==> src/rtl/breakout_pkg.sv <==
// Shared definitions for the Breakout game sequencer: round states, the
// default launch key code, BCD score width and a BCD magnitude compare.
// The hiscore logic in breakout_ctrl is only built with BREAKOUT_HISCORE_EN.
package breakout_pkg;

    // Round states; encodings are shared with the top level.
    typedef enum logic [1:0] {
        NEWGAME = 2'b00,
        PLAY    = 2'b01,
        NEWBALL = 2'b10,
        OVER    = 2'b11
    } state_e;

    localparam logic [4:0] START_KEY_DEFAULT = 5'h11;
    localparam int         BCD_W             = 16;
    localparam int         BCD_DIGITS        = BCD_W / 4;

    // True when BCD value a is strictly greater than BCD value b.
    // The most significant differing digit decides.
    function automatic logic bcd_gt(input logic [BCD_W-1:0] a,
                                    input logic [BCD_W-1:0] b);
        logic gt;
        logic decided;
        gt      = 1'b0;
        decided = 1'b0;
        for (int i = BCD_DIGITS - 1; i >= 0; i--) begin
            if (!decided && (a[i*4 +: 4] != b[i*4 +: 4])) begin
                gt      = (a[i*4 +: 4] > b[i*4 +: 4]);
                decided = 1'b1;
            end
        end
        return gt;
    endfunction

endpackage

==> src/rtl/breakout_bcd_counter4.sv <==
// Four-digit BCD up-counter with synchronous clear, increment enable and an
// optional hold at 9999. Digit 0 is count[3:0].
module bcd_counter4
    import breakout_pkg::*;
(
    input  logic             clk,
    input  logic             rstn,
    input  logic             clr,
    input  logic             inc,
    input  logic             sat_en,
    output logic [BCD_W-1:0] count
);

    logic [BCD_W-1:0] count_q;
    logic [BCD_W-1:0] count_d;
    logic             carry;

    // Next count: ripple a decimal carry from digit 0 upward; clear wins.
    always_comb begin
        // NOTE: every variable gets a default first so no path leaves it unassigned (no latch).
        count_d = count_q;
        carry   = inc;
        for (int i = 0; i < BCD_DIGITS; i++) begin
            if (carry) begin
                if (count_q[i*4 +: 4] == 4'd9) begin
                    count_d[i*4 +: 4] = 4'd0;
                end else begin
                    count_d[i*4 +: 4] = count_q[i*4 +: 4] + 4'd1;
                    carry             = 1'b0;
                end
            end
        end
        // A carry out of the top digit means the count was 9999.
        if (sat_en && carry) begin
            count_d = count_q;
        end
        if (clr) begin
            count_d = '0;
        end
    end

    // Count register with synchronous active-low reset.
    always_ff @(posedge clk) begin
        // NOTE: state registers use non-blocking assignments so all flops update together.
        if (!rstn) begin
            count_q <= '0;
        end else begin
            count_q <= count_d;
        end
    end

    assign count = count_q;

endmodule

==> src/rtl/breakout_ctrl.sv <==
// Breakout round sequencer: newgame / play / newball / over FSM, pause timer,
// lives register, launch-key edge detect and BCD score.
// Optional feature macro: BREAKOUT_HISCORE_EN (keeps the best final score).
module breakout_ctrl
    import breakout_pkg::*;
#(
    parameter int         LIVES        = 3,
    parameter int         DELAY_CYCLES = 100_000_000,
    parameter logic [4:0] START_KEY    = START_KEY_DEFAULT
) (
    input  logic        clk,
    input  logic        rstn,
    input  logic        keyReady,
    input  logic [4:0]  keyCode,
    input  logic        hit,
    input  logic        miss,
    output logic        gra_still,
    output logic [1:0]  state,
    output logic [2:0]  lives,
    output logic [15:0] score,
    output logic [15:0] hiscore,
    output logic        timer_busy
);

    localparam int                 TIMER_W    = $clog2(DELAY_CYCLES);
    localparam logic [TIMER_W-1:0] TIMER_LOAD = TIMER_W'(DELAY_CYCLES - 1);
    localparam logic [2:0]         LIVES_INIT = 3'(LIVES);

    state_e             state_q, state_d;
    logic               gra_still_q, gra_still_d;
    logic [2:0]         lives_q, lives_d;
    logic [TIMER_W-1:0] timer_q, timer_d;
    logic               timer_busy_q, timer_busy_d;
    logic               keyReady_q;
    logic               key_ev;
    logic               timer_load;
    logic               score_clr;
    logic               score_inc;

    // A launch is a rising keyReady carrying the start code.
    assign key_ev = keyReady & ~keyReady_q & (keyCode == START_KEY);

    // Next-state, lives, timer and score controls for the round FSM.
    always_comb begin
        state_d    = state_q;
        lives_d    = lives_q;
        timer_load = 1'b0;
        score_clr  = 1'b0;
        score_inc  = 1'b0;
        timer_d    = (timer_q != '0) ? timer_q - 1'b1 : timer_q;

        case (state_q)
            NEWGAME: begin
                if (key_ev) begin
                    state_d   = PLAY;
                    lives_d   = LIVES_INIT - 3'd1;
                    score_clr = 1'b1;
                end
            end
            PLAY: begin
                // A miss in the same cycle as a hit takes priority.
                if (miss) begin
                    timer_load = 1'b1;
                    if (lives_q == 3'd0) begin
                        state_d = OVER;
                    end else begin
                        state_d = NEWBALL;
                        lives_d = lives_q - 3'd1;
                    end
                end else if (hit) begin
                    score_inc = 1'b1;
                end
            end
            NEWBALL: begin
                // Keys during the pause are dropped, not remembered.
                if ((timer_q == '0) && key_ev) begin
                    state_d = PLAY;
                end
            end
            OVER: begin
                if (timer_q == '0) begin
                    state_d = NEWGAME;
                end
            end
            default: state_d = NEWGAME;
        endcase

        if (timer_load) begin
            timer_d = TIMER_LOAD;
        end

        gra_still_d  = (state_d != PLAY);
        // Rises with the pause entry and falls on the edge where the
        // counter's final zero cycle ends, so it covers the whole pause.
        timer_busy_d = timer_load | (timer_q != '0);
    end

    // Round state registers with synchronous active-low reset.
    always_ff @(posedge clk) begin
        if (!rstn) begin
            state_q      <= NEWGAME;
            gra_still_q  <= 1'b1;
            lives_q      <= LIVES_INIT;
            timer_q      <= '0;
            timer_busy_q <= 1'b0;
            keyReady_q   <= 1'b0;
        end else begin
            state_q      <= state_d;
            gra_still_q  <= gra_still_d;
            lives_q      <= lives_d;
            timer_q      <= timer_d;
            timer_busy_q <= timer_busy_d;
            keyReady_q   <= keyReady;
        end
    end

    bcd_counter4 u_score (
        .clk    (clk),
        .rstn   (rstn),
        .clr    (score_clr),
        .inc    (score_inc),
        .sat_en (1'b1),
        .count  (score)
    );

`ifdef BREAKOUT_HISCORE_EN
    logic [BCD_W-1:0] hiscore_q, hiscore_d;

    // Capture the final score of a game when it beats the best so far.
    always_comb begin
        hiscore_d = hiscore_q;
        if ((state_q == PLAY) && (state_d == OVER) && bcd_gt(score, hiscore_q)) begin
            hiscore_d = score;
        end
    end

    // Best score survives new games; only reset clears it.
    always_ff @(posedge clk) begin
        if (!rstn) begin
            hiscore_q <= '0;
        end else begin
            hiscore_q <= hiscore_d;
        end
    end

    assign hiscore = hiscore_q;
`else
    assign hiscore = '0;
`endif

    assign state      = state_q;
    assign gra_still  = gra_still_q;
    assign lives      = lives_q;
    assign timer_busy = timer_busy_q;

endmodule

==> config.mk <==
export PLATFORM = sky130hd
export DESIGN_NAME = breakout_ctrl
export DESIGN_NICKNAME = d
export VERILOG_FILES = /design/src/rtl/breakout_pkg.sv /design/src/rtl/breakout_bcd_counter4.sv /design/src/rtl/breakout_ctrl.sv
export SDC_FILE = /design/constraint.sdc
export NUM_CORES = 1
export LEC_CHECK = 0
export ABC_AREA = 1
export CORE_ASPECT_RATIO = 1.5
export CORE_UTILIZATION = 30
export DETAILED_ROUTE_END_ITERATION = 7
export GPL_ROUTABILITY_DRIVEN = 0
export GPL_TIMING_DRIVEN = 1
export PLACE_DENSITY = 0.51
export RECOVER_POWER = 100
export SLEW_MARGIN = 20
export SYNTH_ARGS = -nofsm -noshare
export SYNTH_HDL_FRONTEND = slang
export SYNTH_SLANG_ARGS = --single-unit
==> constraint.sdc <==
create_clock -name clk -period 1.8 [get_ports clk]
set_input_delay 0.36 -clock clk [delete_from_list [all_inputs] [get_ports clk]]
set_output_delay 0.36 -clock clk [all_outputs]
set_load 0.01 [all_outputs]
==> flow_summary.yaml <==
synthesis:
  ys_seq_elements: 51
  synth.distinct_cells: 38
  syn_avg_cell_area_sq_um: 6.797
  yosysSeqAreaShare_pct: 33.83
  ys_warn_count: 0
  yosysTopAreaCell: "dfxtp_1"
  syn_area_sq_um: 3018
  netlist_instances: 444
  synthTopCellsByArea: "dfxtp_1 (34%), nand2_1 (11%), nor2_1 (8.3%)"
  netlist.area_leader.share_pct: 33.83
floorplanning:
  row_count: 44
  ios: 49
  dieArea_sq_um: 10470
  core_area_sq_um: 9744
  die_x_microns: 83.89
  initial_utilization_pct: 30.97
  fp.dieH_microns: 124.8
power_and_ir_drop:
  powerDensity_nw_per_um2: 1348
  peakVddDrop_v: 0.0004562
  leakage_nw: 1.780
  power.total_mw: 5.029
clock_tree:
  cts-buffers-inserted: 5
  insertion_delay_ns: 0.29
  ctsLongestPathBuffers: 2
  cts.clk_slew.worst_paths_ns: 0.07
  root_buffer: "clkbuf_16"
  post_cts_resized: 0
  clock-sinks: 51
  h-tree-depth: 2
  cts_tree: "done"
  cts_setup_buffers: 0
  cts_hold_buf: 0
global_routing:
  groute.usage.overall_pct: 14.70
  antenna_found_initial: 0
  grt_pass1_wl_microns: 12500
  grt_max_degree: 20
  grt_pass1_vias: 2710
  overflow: 0
timing:
  whs_ns: 0.4896
  hold_violations: 0
  rsz0062_at_grt: "no"
  setup_viol: 0
  maxSlewViolCount: 0
  fin_crit_ns: 1.720
  fmax_mhz: 581.5
  fin_crit_sh_pct: 95.54
  setup_slack_ns: 0.08032
  fin_setup_tns_ns: 0
  final.setup_skew_ns: 0.003917
worst_setup_path:
  critical-path-top-delay-family: "buffers and inverters"
  worstPathMaxFanout: 5
  worstPathCellList: "dlygate4sd3_1"
  critical_path_class: "flip-flop to output pin"
  ff2ff_setup_slack_ns: 0.16
  r2r_cells: 10
  critical_path_buf_inv_count: 1
  r2r_start: "timer_q[22]$_SDFFE_PN0P_"
  arrival_ns: 1.36
  max_stage_delay_ns: 0.64
  required_ns: 1.44
  r2r_end: "gra_still$_SDFF_PN1_"
  crit_path_start_kind: "flip-flop"
  slowest_stage: "dlygate4sd3_1"
  end_kind: "output pin"
detailed_routing:
  top_layer_used: "met4"
  wl_met2_microns: 3892
  drt_pass1_iterations: 6
  vias_per_cell: 4.561
  dr_wl_met3_microns: 194
  wl_per_cell_microns: 11.95
  vias: 2796
  drtIter0Drc: 107
  wl_met1_microns: 3161
  ant_nets: 0
  wl_microns: 7326
  drc_errors: 4
placement:
  portBuffers: 32
  dp_hpwl_microns: 5685
  dp_worst_setup_slack_ns: -0.04197
outcome:
  violations: "design-rule violations"
  status: "finished, violations left"
hold_path:
  hold_path_end: "u_score.count[15]$_SDFFE_PP0P_"
  min_from: "u_score.count[15]$_SDFFE_PP0P_"
  min_path_type: "flip-flop to flip-flop"
  hold_depth: 2
job:
  cap_violations: 0
final_layout:
  final_util_pct: 38.29
  insertedDiodeCount: 0
  drive_gt1_share_pct: 13.65
  area_delta_synth_final_pct: 23.63
  nNetsFinal: 510
[cells by family after synthesis]
kind of cell | after synthesis | synth area share (%)
compound gates | 52 | 9.246
xor+xnor | 14 | 4.063
fa+ha+maj | 3 | 1.244
buf+inv | 79 | 12.44
flops | 51 | 33.83
other cells | 1 | 0.1243
simple gates | 244 | 39.05
[cell usage in the layout (no fill, tap or decap), drive strengths merged, types with 7 or more instances in the layout]
master         count
conb              16
buf               21
nand4             11
nand2            101
nor3               7
xor2               8
o21ai             12
dlygate4sd3       20
nand3             34
inv               54
clkbuf             7
dfxtp             51
a21oi             34
clkdlybuf4s50     12
nor2              83
[report_power, final]
| group | internal, mW | switching [mW] | total, mW |
|---|---|---|---|
| combinational | 0.946 | 1.49 | 2.43 |
| clock | 0.692 | 0.425 | 1.12 |
| sequential | 1.32 | 0.160 | 1.48 |
[routing by layer]
| layer | up-vias | track usage, % |
|---|---|---|
| li1 | 1480 | - |
| met1 | 1269 | 16.69 |
| met2 | 42 | 27.58 |
| met3 | 5 | 2.717 |
| met4 | 0 | 3.955 |
| met5 | - | 0 |
[cell type report]
class                   count  area, sq um
multi-input cells         329         1673
flip-flops and latches     51         1021
clock inverters             2        35.03
clock buffers               6        138.9
inverters                  56        211.5
fillers                  1075         6013
repair buffers             54        508.0
well taps                 115        143.9
[state kept, by name (all words and copies together) (netlist names)]
name / flops
timer_busy: 1
u_score.count: 16
lives: 3
timer_q: 27
gra_still: 1
state: 2
keyReady_q: 1
[synthesized netlist by cell type (all sizes together)]
master / n
nand2: 101
nor2: 83
inv: 54
dfxtp: 51
a21oi: 34
nand3: 34
buf: 20
o21ai: 12
nand4: 11
xor2: 8
nor3: 7
xnor2: 6
clkbuf: 3
ha: 3
nand3b: 3
or2: 3
clkinv: 2
o211ai: 2
a31o: 1
a31oi: 1
and2: 1
conb: 1
nor4: 1
o21a: 1
o21bai: 1
[worst max-delay path by stage]
stage / start / endpoint / cells after the start
finish: state[1]$_SDFF_PN0_ / state[1] / 1
global route: u_score.count[10]$_SDFFE_PP0P_ / score[10] / 1
CTS: u_score.count[0]$_SDFFE_PP0P_ / score[0] / 1
detailed placement: keyCode[4] / u_score.count[6]$_SDFFE_PP0P_ / 7
global placement: miss / u_score.count[15]$_SDFFE_PP0P_ / 11
floorplan: timer_q[0]$_SDFFE_PN0P_ / state[0]$_SDFF_PN0_ / 12
[worst register-to-register path, cell delays in order, from the launching register on]
cell	delay (ns)
dfxtp_1	0.33
nor2_1	0.20
and2_1	0.20
nand2_2	0.13
nor2_8	0.13
buf_4	0.19
nor2_1	0.06
nor2_1	0.08
nand2_1	0.05
nand2_1	0.07
nand3_1	0.08
[stage by stage]
step | cells | instance area, sq um
6_report | 613 | 3731
3_3_place_gp | 605 | 3565
4_1_cts | 613 | 3739
2_1_floorplan | 459 | 3074
3_5_place_dp | 605 | 3565
5_1_grt | 613 | 3731
No activity file was read; power rests on OpenSTA's default activity.
